===== config.mk =====
export PLATFORM = sky130hd
export DESIGN_NAME = mips_multicycle_ctrl
export DESIGN_NICKNAME = d
export VERILOG_FILES = /design/src/rtl/mips_multicycle_ctrl.sv
export SDC_FILE = /design/constraint.sdc
export NUM_CORES = 1
export LEC_CHECK = 0
export CAP_MARGIN = 20
export CELL_PAD_IN_SITES_DETAIL_PLACEMENT = 1
export CELL_PAD_IN_SITES_GLOBAL_PLACEMENT = 1
export CORE_MARGIN = 1.5
export CORE_UTILIZATION = 39
export DETAILED_ROUTE_END_ITERATION = 8
export PLACE_DENSITY = 0.85
export SLEW_MARGIN = 20
export SYNTH_ARGS = -nofsm -noshare
export SYNTH_HDL_FRONTEND = slang
export SYNTH_SLANG_ARGS = --single-unit

===== constraint.sdc =====
create_clock -name clk -period 3.5 [get_ports clk]
set_input_delay 0.7 -clock clk [delete_from_list [all_inputs] [get_ports clk]]
set_output_delay 0.7 -clock clk [all_outputs]
set_load 0.01 [all_outputs]

===== src/rtl/mips_multicycle_ctrl.sv =====
// Main control FSM of the multi-cycle MIPS core: sequences ALU, register file, IR/PC
// and unified memory per instruction, with a bounded wait on the memory ready handshake.
module mips_multicycle_ctrl #(
  parameter int MEM_TIMEOUT = 16
) (
  input  logic       clk,
  input  logic       rst_n,
  input  logic [5:0] opcode,
  input  logic [5:0] funct,
  input  logic       zero,
  input  logic       mem_ready,
  output logic       mem_req,
  output logic       IorD,
  output logic       MemWrite,
  output logic       IRWrite,
  output logic       RegDst,
  output logic       MemtoReg,
  output logic       RegWrite,
  output logic       ALUSrcA,
  output logic [1:0] ALUSrcB,
  output logic [1:0] ALUOp,
  output logic [1:0] PCSrc,
  output logic       PCEn,
  output logic       illegal_instr,
  output logic       mem_timeout
);

  // state    | meaning
  // S_RST    | held in / just out of reset, all outputs low
  // S_FETCH  | read instruction at PC, PC <= PC+4 on ready
  // S_DECODE | read registers, precompute branch target
  // S_MEMADR | compute load/store address
  // S_MEMRD  | load data read, wait for ready
  // S_MEMWB  | write loaded data to rt
  // S_MEMWR  | store data write, wait for ready
  // S_EXEC   | R-type ALU operation
  // S_ALUWB  | write ALU result to rd
  // S_BRANCH | compare for beq/bne, load target if taken
  // S_ADDIEX | rs + sign-extended immediate
  // S_ADDIWB | write addi result to rt
  // S_JUMP   | load jump target
  // S_JR     | load rs into PC
  typedef enum logic [3:0] {
    S_RST, S_FETCH, S_DECODE, S_MEMADR, S_MEMRD, S_MEMWB, S_MEMWR,
    S_EXEC, S_ALUWB, S_BRANCH, S_ADDIEX, S_ADDIWB, S_JUMP, S_JR
  } state_t;

  typedef struct packed {
    logic       mem_req;
    logic       iord;
    logic       mem_write;
    logic       fetch;
    logic       reg_dst;
    logic       mem_to_reg;
    logic       reg_write;
    logic       alu_src_a;
    logic [1:0] alu_src_b;
    logic [1:0] alu_op;
    logic [1:0] pc_src;
    logic       pc_uncond;
    logic       branch;
    logic       mem_wait;
    logic       decode;
  } ctrl_t;

  localparam logic [5:0] OP_RTYPE = 6'b000000;
  localparam logic [5:0] OP_LW    = 6'b100011;
  localparam logic [5:0] OP_SW    = 6'b101011;
  localparam logic [5:0] OP_BEQ   = 6'b000100;
  localparam logic [5:0] OP_BNE   = 6'b000101;
  localparam logic [5:0] OP_ADDI  = 6'b001000;
  localparam logic [5:0] OP_J     = 6'b000010;

  localparam logic [5:0] FN_SLL = 6'b000000;
  localparam logic [5:0] FN_SRL = 6'b000010;
  localparam logic [5:0] FN_JR  = 6'b001000;
  localparam logic [5:0] FN_ADD = 6'b100000;
  localparam logic [5:0] FN_SUB = 6'b100010;
  localparam logic [5:0] FN_AND = 6'b100100;
  localparam logic [5:0] FN_OR  = 6'b100101;

  localparam int CW = (MEM_TIMEOUT > 2) ? $clog2(MEM_TIMEOUT) : 1;
  localparam logic [CW-1:0] CNT_LAST = CW'((MEM_TIMEOUT > 0) ? MEM_TIMEOUT - 1 : 0);

  function automatic ctrl_t ctrl_of(input state_t s);
    ctrl_t c;
    c = '0;
    case (s)
      S_FETCH: begin
        c.mem_req   = 1'b1;
        c.alu_src_b = 2'b01;
        c.fetch     = 1'b1;
        c.mem_wait  = 1'b1;
      end
      S_DECODE: begin
        c.alu_src_b = 2'b11;
        c.decode    = 1'b1;
      end
      S_MEMADR, S_ADDIEX: begin
        c.alu_src_a = 1'b1;
        c.alu_src_b = 2'b10;
      end
      S_MEMRD: begin
        c.mem_req  = 1'b1;
        c.iord     = 1'b1;
        c.mem_wait = 1'b1;
      end
      S_MEMWB: begin
        c.mem_to_reg = 1'b1;
        c.reg_write  = 1'b1;
      end
      S_MEMWR: begin
        c.mem_req   = 1'b1;
        c.iord      = 1'b1;
        c.mem_write = 1'b1;
        c.mem_wait  = 1'b1;
      end
      S_EXEC: begin
        c.alu_src_a = 1'b1;
        c.alu_op    = 2'b10;
      end
      S_ALUWB: begin
        c.reg_dst   = 1'b1;
        c.reg_write = 1'b1;
      end
      S_ADDIWB: c.reg_write = 1'b1;
      S_BRANCH: begin
        c.alu_src_a = 1'b1;
        c.alu_op    = 2'b01;
        c.pc_src    = 2'b01;
        c.branch    = 1'b1;
      end
      S_JUMP: begin
        c.pc_src    = 2'b10;
        c.pc_uncond = 1'b1;
      end
      S_JR: begin
        c.alu_src_a = 1'b1;
        c.alu_op    = 2'b10;
        c.pc_uncond = 1'b1;
      end
      default: c = '0;
    endcase
    return c;
  endfunction

  state_t        state, state_nxt, decode_tgt;
  ctrl_t         ctrl_q;
  logic [CW-1:0] wait_cnt;
  logic          decode_ok;
  logic          timeout_hit;

  always_comb begin
    decode_tgt = S_FETCH;
    decode_ok  = 1'b1;
    case (opcode)
      OP_LW, OP_SW:    decode_tgt = S_MEMADR;
      OP_BEQ, OP_BNE:  decode_tgt = S_BRANCH;
      OP_ADDI:         decode_tgt = S_ADDIEX;
      OP_J:            decode_tgt = S_JUMP;
      OP_RTYPE: begin
        if (funct == FN_JR) begin
          decode_tgt = S_JR;
        end else if (funct inside {FN_SLL, FN_SRL, FN_ADD, FN_SUB, FN_AND, FN_OR}) begin
          decode_tgt = S_EXEC;
        end else begin
          decode_ok = 1'b0;
        end
      end
      default: decode_ok = 1'b0;
    endcase
  end

  // A ready arriving in the last allowed cycle completes normally instead of aborting.
  assign timeout_hit = ctrl_q.mem_wait && (MEM_TIMEOUT > 0) && !mem_ready
                       && (wait_cnt == CNT_LAST);

  always_comb begin
    state_nxt = state;
    case (state)
      S_RST:    state_nxt = S_FETCH;
      S_FETCH:  state_nxt = mem_ready ? S_DECODE : S_FETCH;
      S_DECODE: state_nxt = decode_tgt;
      S_MEMADR: state_nxt = (opcode == OP_SW) ? S_MEMWR : S_MEMRD;
      S_MEMRD: begin
        if (mem_ready)        state_nxt = S_MEMWB;
        else if (timeout_hit) state_nxt = S_FETCH;
      end
      S_MEMWR: begin
        if (mem_ready || timeout_hit) state_nxt = S_FETCH;
      end
      S_EXEC:   state_nxt = S_ALUWB;
      S_ADDIEX: state_nxt = S_ADDIWB;
      default:  state_nxt = S_FETCH;
    endcase
  end

  // Static decode is registered from the next state; only ready/zero gating stays combinational.
  always_ff @(posedge clk or negedge rst_n) begin
    if (!rst_n) begin
      state    <= S_RST;
      ctrl_q   <= '0;
      wait_cnt <= '0;
    end else begin
      state  <= state_nxt;
      ctrl_q <= ctrl_of(state_nxt);
      if (state_nxt != state || timeout_hit) begin
        wait_cnt <= '0;
      end else if (!mem_ready) begin
        wait_cnt <= wait_cnt + 1'b1;
      end
    end
  end

  assign mem_req       = ctrl_q.mem_req;
  assign IorD          = ctrl_q.iord;
  assign MemWrite      = ctrl_q.mem_write;
  assign IRWrite       = ctrl_q.fetch & mem_ready;
  assign RegDst        = ctrl_q.reg_dst;
  assign MemtoReg      = ctrl_q.mem_to_reg;
  assign RegWrite      = ctrl_q.reg_write;
  assign ALUSrcA       = ctrl_q.alu_src_a;
  assign ALUSrcB       = ctrl_q.alu_src_b;
  assign ALUOp         = ctrl_q.alu_op;
  assign PCSrc         = ctrl_q.pc_src;
  // opcode[0] separates bne (taken on ~zero) from beq (taken on zero).
  assign PCEn          = (ctrl_q.fetch & mem_ready) | ctrl_q.pc_uncond
                         | (ctrl_q.branch & (opcode[0] ? ~zero : zero));
  assign illegal_instr = ctrl_q.decode & ~decode_ok;
  assign mem_timeout   = timeout_hit;

endmodule

==> results.md <==
- Status: finished, final reports clean
- Sort of element at the start of the critical path: input port
- Sink count of the clock tree: 23
- Lkg Pwr: around 0.73 nW
- CTS tree: yes
- Number of buffers added for setup after CTS: 0
- Clock period minus worst slack: between 3 and 4 ns
- Synthesized area: between 0.001 and 0.0015 mm²
- Portion of the post-synthesis area used by sequential elements: between 40% and 50%
- Worst-case clock skew: about 0.0083 ns
- Setup repair after global routing missed its margin: false
- Number of max-cap violations: 0
- Starting DRT DRC Count: between 50 and 60
- Area enclosed by the die boundary: 0.00384 mm²
- Multiplexer share of the synthesized area: between 1 and 1.5%
- Switching part of the total: a little over two fifths
- Data required time at the worst endpoint: between 2 and 3 ns
- Power density of the placed cells: a little over 600 mW/mm²
- I/O Buffers: 32
- Antenna violations before repair: 0
- Fraction of power consumed by combinational cells: 50.0%
- Number of design rule violations left after detail routing: 0
- Clock H-tree levels: 1
- Final number of setup-violating endpoints: 0
- Fraction of final layout cells with drive strength greater than 1: 14.0%
- Core Area: 0.00334 mm²
- HPWL after detailed placement: ~2800 µm
- Mean instance size in the synthesized netlist: around 9.6 µm²
- GRT Resource Usage Total: around a fifth
- Pin count of the biggest net entering global routing: 24
- Die H: just over 60 µm
- Category of the critical setup timing path: in -> out
- Antenna diodes: 0
- Root buffer cell: sky130_fd_sc_hd__clkbuf_4
- Number of core rows: 21
- Final routed wire length divided by cell count: between 15 and 20 µm
- Critical Path Start: opcode[0]
- Proportion of power drawn by flip-flops and latches: between 30 and 40%
- Clock slew at the register clock pins of the worst setup and hold paths: 0.14 ns
- Critical register-to-register path endpoint: ctrl_q[1]$_DFF_PN0_
- Data arrival, critical path: between 2 and 3 ns
- Peak fanout along the critical path: 3
- Share of the cycle needed by the critical path after routing: a little over nine tenths
- Minimum setup slack among reg-to-reg paths: ~0.95 ns
- Max-slew violation count: 0
- Post-synthesis share of cell area spent on full adders, half adders and majority gates: 0.922%
- Vias in the first global route: 1252
- Fin Setup TNS: 0 ns
- Measured slew at the worst slew-check pin: between 0.5 and 0.6 ns
- Clock power frac: approximately an eighth
- Filler cell count in the final layout: 386
- First-pass GRT wire length: 5880 µm
- IO Pins: 33
- Total power draw: 1.08 mW
- Post-Synth Simple-Gate Area: 25.2%
- Count of cell types in the netlist: 50
- Maximum vdd drop: 0.366 mV
- Synthesized-area fraction occupied by xor and xnor cells: under 10%
- Syn-to-layout area delta: 28.0%
- Clock insertion delay at the later pin of the skew report: ~0.33 ns
- Detailed-routing iteration count for the pre-antenna-repair pass: 4
- Drt total wl: around 3700 µm
- Via-per-instance ratio: ~5.7
- CTS resizes: 0
- CTS Hold Buffers Added: 0
- Launching point of the worst reg2reg path: state[0]$_DFF_PN0_
- Nature of the critical path endpoint: output port
- Net total in the final layout: 190
- Combinational family with the most area after synthesis: simple AND/OR/NAND/NOR gates
- Final number of hold-violating endpoints: 0
- Cell-internal power: about 0.62 mW
- Vias: 1235
- Initial cell density of the core: 40.7%
- ANT nets after route: 0
- Warnings, synthesis: 0
- Main flop type after synthesis: sky130_fd_sc_hd__dfrtp_1
- Switching component of the power: roughly 0.46 mW
- EDFF count, synth: 0
- Number of buffers inserted during clock tree synthesis: 3
- Gate count of the mapped netlist: ~140
- Total of flip-flops plus latches after synthesis: 23
- Maximum achievable frequency: 290 MHz
- FFs w/ async S/R, synth: 100%
- Tightest Hold Check Type: in -> async
- Post-synthesis net count: 159
- Synthesized-area fraction occupied by ao, oa, aoi and oai cells: roughly 19%
- Die Span X: 62 µm
- Weighted congestion reported at the end of routability-driven placement: 0.829
- Maximum buffer depth of the clock tree: 2
- Max transition margin: between 60 and 70%
- Path depth of the worst reg2reg path: 6
- Remaining Overflow, GRT: 0
[worst max-delay path: stages]
cell and delay (ns):
sky130_fd_sc_hd__clkdlybuf4s50_1 0.43, sky130_fd_sc_hd__or4_4 0.55, sky130_fd_sc_hd__a211o_1 0.32, sky130_fd_sc_hd__o221a_2 0.28, sky130_fd_sc_hd__clkdlybuf4s50_1 0.48
[placed cells by master, fill, tap and decap left out, types with 2 or more instances in the layout]
cell type,count
sky130_fd_sc_hd__a211o_1,2
sky130_fd_sc_hd__a211oi_1,2
sky130_fd_sc_hd__a21oi_1,6
sky130_fd_sc_hd__and2_1,2
sky130_fd_sc_hd__buf_4,7
sky130_fd_sc_hd__clkbuf_4,3
sky130_fd_sc_hd__clkdlybuf4s50_1,31
sky130_fd_sc_hd__dfrtp_1,23
sky130_fd_sc_hd__inv_1,6
sky130_fd_sc_hd__mux2i_1,2
sky130_fd_sc_hd__nand2_1,6
sky130_fd_sc_hd__nand2b_1,3
sky130_fd_sc_hd__nand3_1,2
sky130_fd_sc_hd__nand3b_1,4
sky130_fd_sc_hd__nor2_1,16
sky130_fd_sc_hd__nor2b_1,2
sky130_fd_sc_hd__nor3_1,5
sky130_fd_sc_hd__nor4_1,6
sky130_fd_sc_hd__o21ai_0,2
sky130_fd_sc_hd__o21ai_2,2
sky130_fd_sc_hd__or4_4,2
sky130_fd_sc_hd__or4b_2,3
sky130_fd_sc_hd__xnor2_1,2
sky130_fd_sc_hd__xor2_1,5
[layer usage]
metal,vias to the layer above,wire length [µm],GRT usage [%]
li1,576,-,-
met1,619,1570,25.7
met2,35,1940,38.4
met3,5,117,2.48
met4,0,49,6.99
met5,-,0,0
[worst max-delay path by stage]
stage / slack (ns) / to
after detailed placement: 0.05 / illegal_instr
after global routing: 0.02 / illegal_instr
after global placement: 0.09 / illegal_instr
after floorplan: 0.97 / ALUSrcA$_DFF_PN0_
after CTS: 0.05 / illegal_instr
final: 0.05 / illegal_instr
[power groups by stage]
stage | Sequential [mW] | Clock, mW | Combinational, mW
after detailed placement | 0.412 | 0 | 0.531
after floorplan | 0.375 | 0 | 0.365
after global routing | 0.420 | 0.139 | 0.596
final | 0.411 | 0.131 | 0.542
after CTS | 0.408 | 0.132 | 0.542
after global placement | 0.406 | 0 | 0.507
[sequential cells by signal, indices dropped and copies added, names as in the netlist]
| signal | count |
|---|---|
| MemtoReg | 1 |
| ALUSrcB | 2 |
| state | 4 |
| ALUSrcA | 1 |
| ALUOp | 2 |
| RegWrite | 1 |
| PCSrc | 1 |
| wait_cnt | 4 |
| MemWrite | 1 |
| RegDst | 1 |
| IorD | 1 |
| ctrl_q | 4 |
[cell usage after synthesis, drive strengths merged, types with 2 or more instances]
cell	count	area share [%]
nand3b	4	2.2
clkbuf	6	1.7
or4	2	1.7
nand2	6	1.7
a21oi	7	3.4
nor2b	2	0.92
nor2	16	4.4
a211oi	2	1.1
and2	2	0.92
xnor2	2	1.3
nor3	5	1.8
nand3	2	0.74
xor2	5	3.2
mux2i	2	1.5
nor4	6	2.8
dfrtp	23	42
inv	6	1.7
o21ai	4	2.0
buf	7	3.7
a211o	2	1.3
nand2b	3	1.4
or4b	3	2.2
[cells by family after synthesis]
family          count (synthesis)
buf+inv                        19
mux                             2
fa+ha+maj                       1
flops                          23
simple gates                   59
xor+xnor                        7
compound gates                 31
[metrics by stage]
stage	setup slack [ns]	util, %	std cells	hold WS (ns)	area [µm²]
final	0.0507	52.1	218	0.320	1740
after global routing	0.0181	52.1	218	0.351	1740
after CTS	0.0524	52.2	218	0.599	1740
after detailed placement	0.0529	51.4	214	0.569	1720
after global placement	0.0906	51.4	214	0.537	1720
after floorplan	0.974	-	142	0.404	1360
[layout make-up]
cell class	instances	area, µm²	area share, %
Inverter	6	22.5	1.30
Clock buffer	3	22.5	1.30
Timing Repair Buffer	39	368	21.2
Clock inverter	1	5.00	0.288
Sequential cell	23	576	33.1
Tap cell	46	57.6	3.31
Multi-Input combinational cell	100	687	39.5
Note: power is estimated with default switching activity, not from simulation.
==> edit, RTL diff (config.mk and constraints unchanged) <==
Set the parameter `MEM_TIMEOUT` to 8 (it was 16).
--- a/src/rtl/mips_multicycle_ctrl.sv
+++ b/src/rtl/mips_multicycle_ctrl.sv
@@ -2,5 +2,5 @@
 // and unified memory per instruction, with a bounded wait on the memory ready handshake.
 module mips_multicycle_ctrl #(
-  parameter int MEM_TIMEOUT = 16
+  parameter int MEM_TIMEOUT = 8
 ) (
   input  logic       clk,
Formal check against the unedited RTL: not equivalent (a bounded check fails within 10 cycles, from zero or initial values and one cycle with rst_n low).
==> edit against the unedited design <==
Sequential cell count stayed put; via count is 7.0% lower; area after synthesis is 1.1% higher; routed wire length is 9.5% lower; cell area is 2.4% lower; global-route usage is 2.1 points lower; setup slack better by 73 ps; total power is 7.4% lower; critical path type unchanged; critical endpoint unchanged.
==> edit: results (changes against the unedited design) <==
Final Skew 3.29 ps (was 8.31 ps); delay-heaviest family, CP buffers and inverters (unchanged); Max Clk Rate 296 MHz (was 290 MHz); synth unique cells 49 (was 50); Slowest-stage cell, CP clkdlybuf4s50_1 (was or4_4); Place WS 127 ps (was 52.9 ps); outcome completed (unchanged); Post-DP HPWL 2530 um (was 2790 um); Peak VDD IR 0.338 mV (was 0.366 mV); synth cell count leaders 23 x dfrtp_1, 10 x nor2_1, 7 x buf_4, 7 x nand2_1, 6 x nor3_1 (was 23 x dfrtp_1, 16 x nor2_1); largest registers ctrl_q x5, state x4, wait_cnt x3 (was ctrl_q x4, state x4, wait_cnt x4); Routed WL 3320 um (was 3670 um); RR Startpoint wait_cnt[0] (was state[0]); DR iter-0 viols 35 (was 52); R2R setup slack 1000 ps (was 950 ps); fill count 409 (was 386); GP Congestion 0.820 (was 0.829); Seq/Total Area, Yosys 41.9% (was 42.4%); synthesized net count 152 (was 159); R2R cell count 8 (was 6); leakage power 0.704 nW (was 0.732 nW); Psw 398 uW (was 461 uW); R2R Path End wait_cnt[1] (was ctrl_q[1]); layout cells sized above 1 11.9% (was 14.0%); fin nets 179 (was 190); Critical Path AT 2680 ps (was 2750 ps); top cells by area, synth dfrtp_1 42%, buf_4 3.8%, xor2_1 3.2%, nor2_1 2.7%, a2111oi_0 2.6% (was dfrtp_1 42%, nor2_1 4.4%, buf_4 3.3%, xor2_1 3.2%, nor4_1 2.8%); Crit Path Max Fanout 4 (was 3); Worst Hold Class in2async (unchanged); routed vias 1148 (was 1235); GRT Total Usage 19.0% (was 21.1%); vias in the first global route 1258 (was 1252); Main synth FF type dfrtp_1 (unchanged)
[edit: cell types whose count changed after synthesis, moves of 3 or more]
| cell | change |
|---|---|
| a21oi_1 | -4 |
| nor4b_1 | +3 |
| nor2_1 | -6 |
| o21ai_0 | +3 |
| nor4_1 | -5 |
| clkbuf_1 | -4 |
| a2111oi_0 | +4 |
| and4_1 | +4 |
| nand2b_1 | -3 |
| or4b_2 | -3 |
[edit: per-layer routing]
layer / global-route usage [%] / vias up / wire, um
met5: 0 / - / 0
met4: 5.83 / 0 / 56
met3: 3.44 / 6 / 86
met2: 34.8 / 22 / 1780
met1: 22.6 / 572 / 1400
li1: - / 548 / -
[edit: cell families after synthesis]
group                    Yosys count  synth area share (%)
flip-flops                        23                  41.9
XOR/XNOR                           6                  3.83
adder cells (fa/ha/maj)            2                  1.82
AND/OR/NAND/NOR                   54                  26.3
AO/OA/AOI/OAI                     27                  15.4
buffers and inverters             20                  9.30
multiplexers                       2                  1.46
[edit: worst max path at each step]
stage,start,cells after the start,to
global placement,opcode[0],5,illegal_instr
floorplan,opcode[1],9,ctrl_q[1]
detailed placement,opcode[0],5,illegal_instr
CTS,funct[3],6,illegal_instr
global route,opcode[0],5,illegal_instr
finish,funct[3],6,illegal_instr
[edit: area by class of cell]
type,instances,share of cell area (%)
Clock buffer,3,1.33
Clock inverter,1,0.442
Inverter,7,1.55
Multi-Input combinational cell,91,39.5
Sequential cell,23,33.9
Tap cell,46,3.39
Timing Repair Buffer,35,19.9
[edit: per-stage QoR]
stage | instance area [um2] | power (mW) | instances | utilization [%]
6_report | 1700 | 1.00 | 206 | 50.4
5_1_grt | 1700 | 1.08 | 206 | 50.4
4_1_cts | 1700 | 1.01 | 206 | 50.6
3_5_place_dp | 1670 | 0.878 | 202 | 49.7
3_3_place_gp | 1670 | 0.853 | 202 | 49.7
2_1_floorplan | 1370 | 0.697 | 134 | -
[edit: power by group through the flow]
stage	Sequential (mW)	Combinational, mW	Clock (mW)
after floorplan	0.380	0.317	0
after global placement	0.407	0.446	0
after detailed placement	0.416	0.462	0
after CTS	0.409	0.469	0.134
after global routing	0.424	0.513	0.146
final	0.410	0.463	0.130
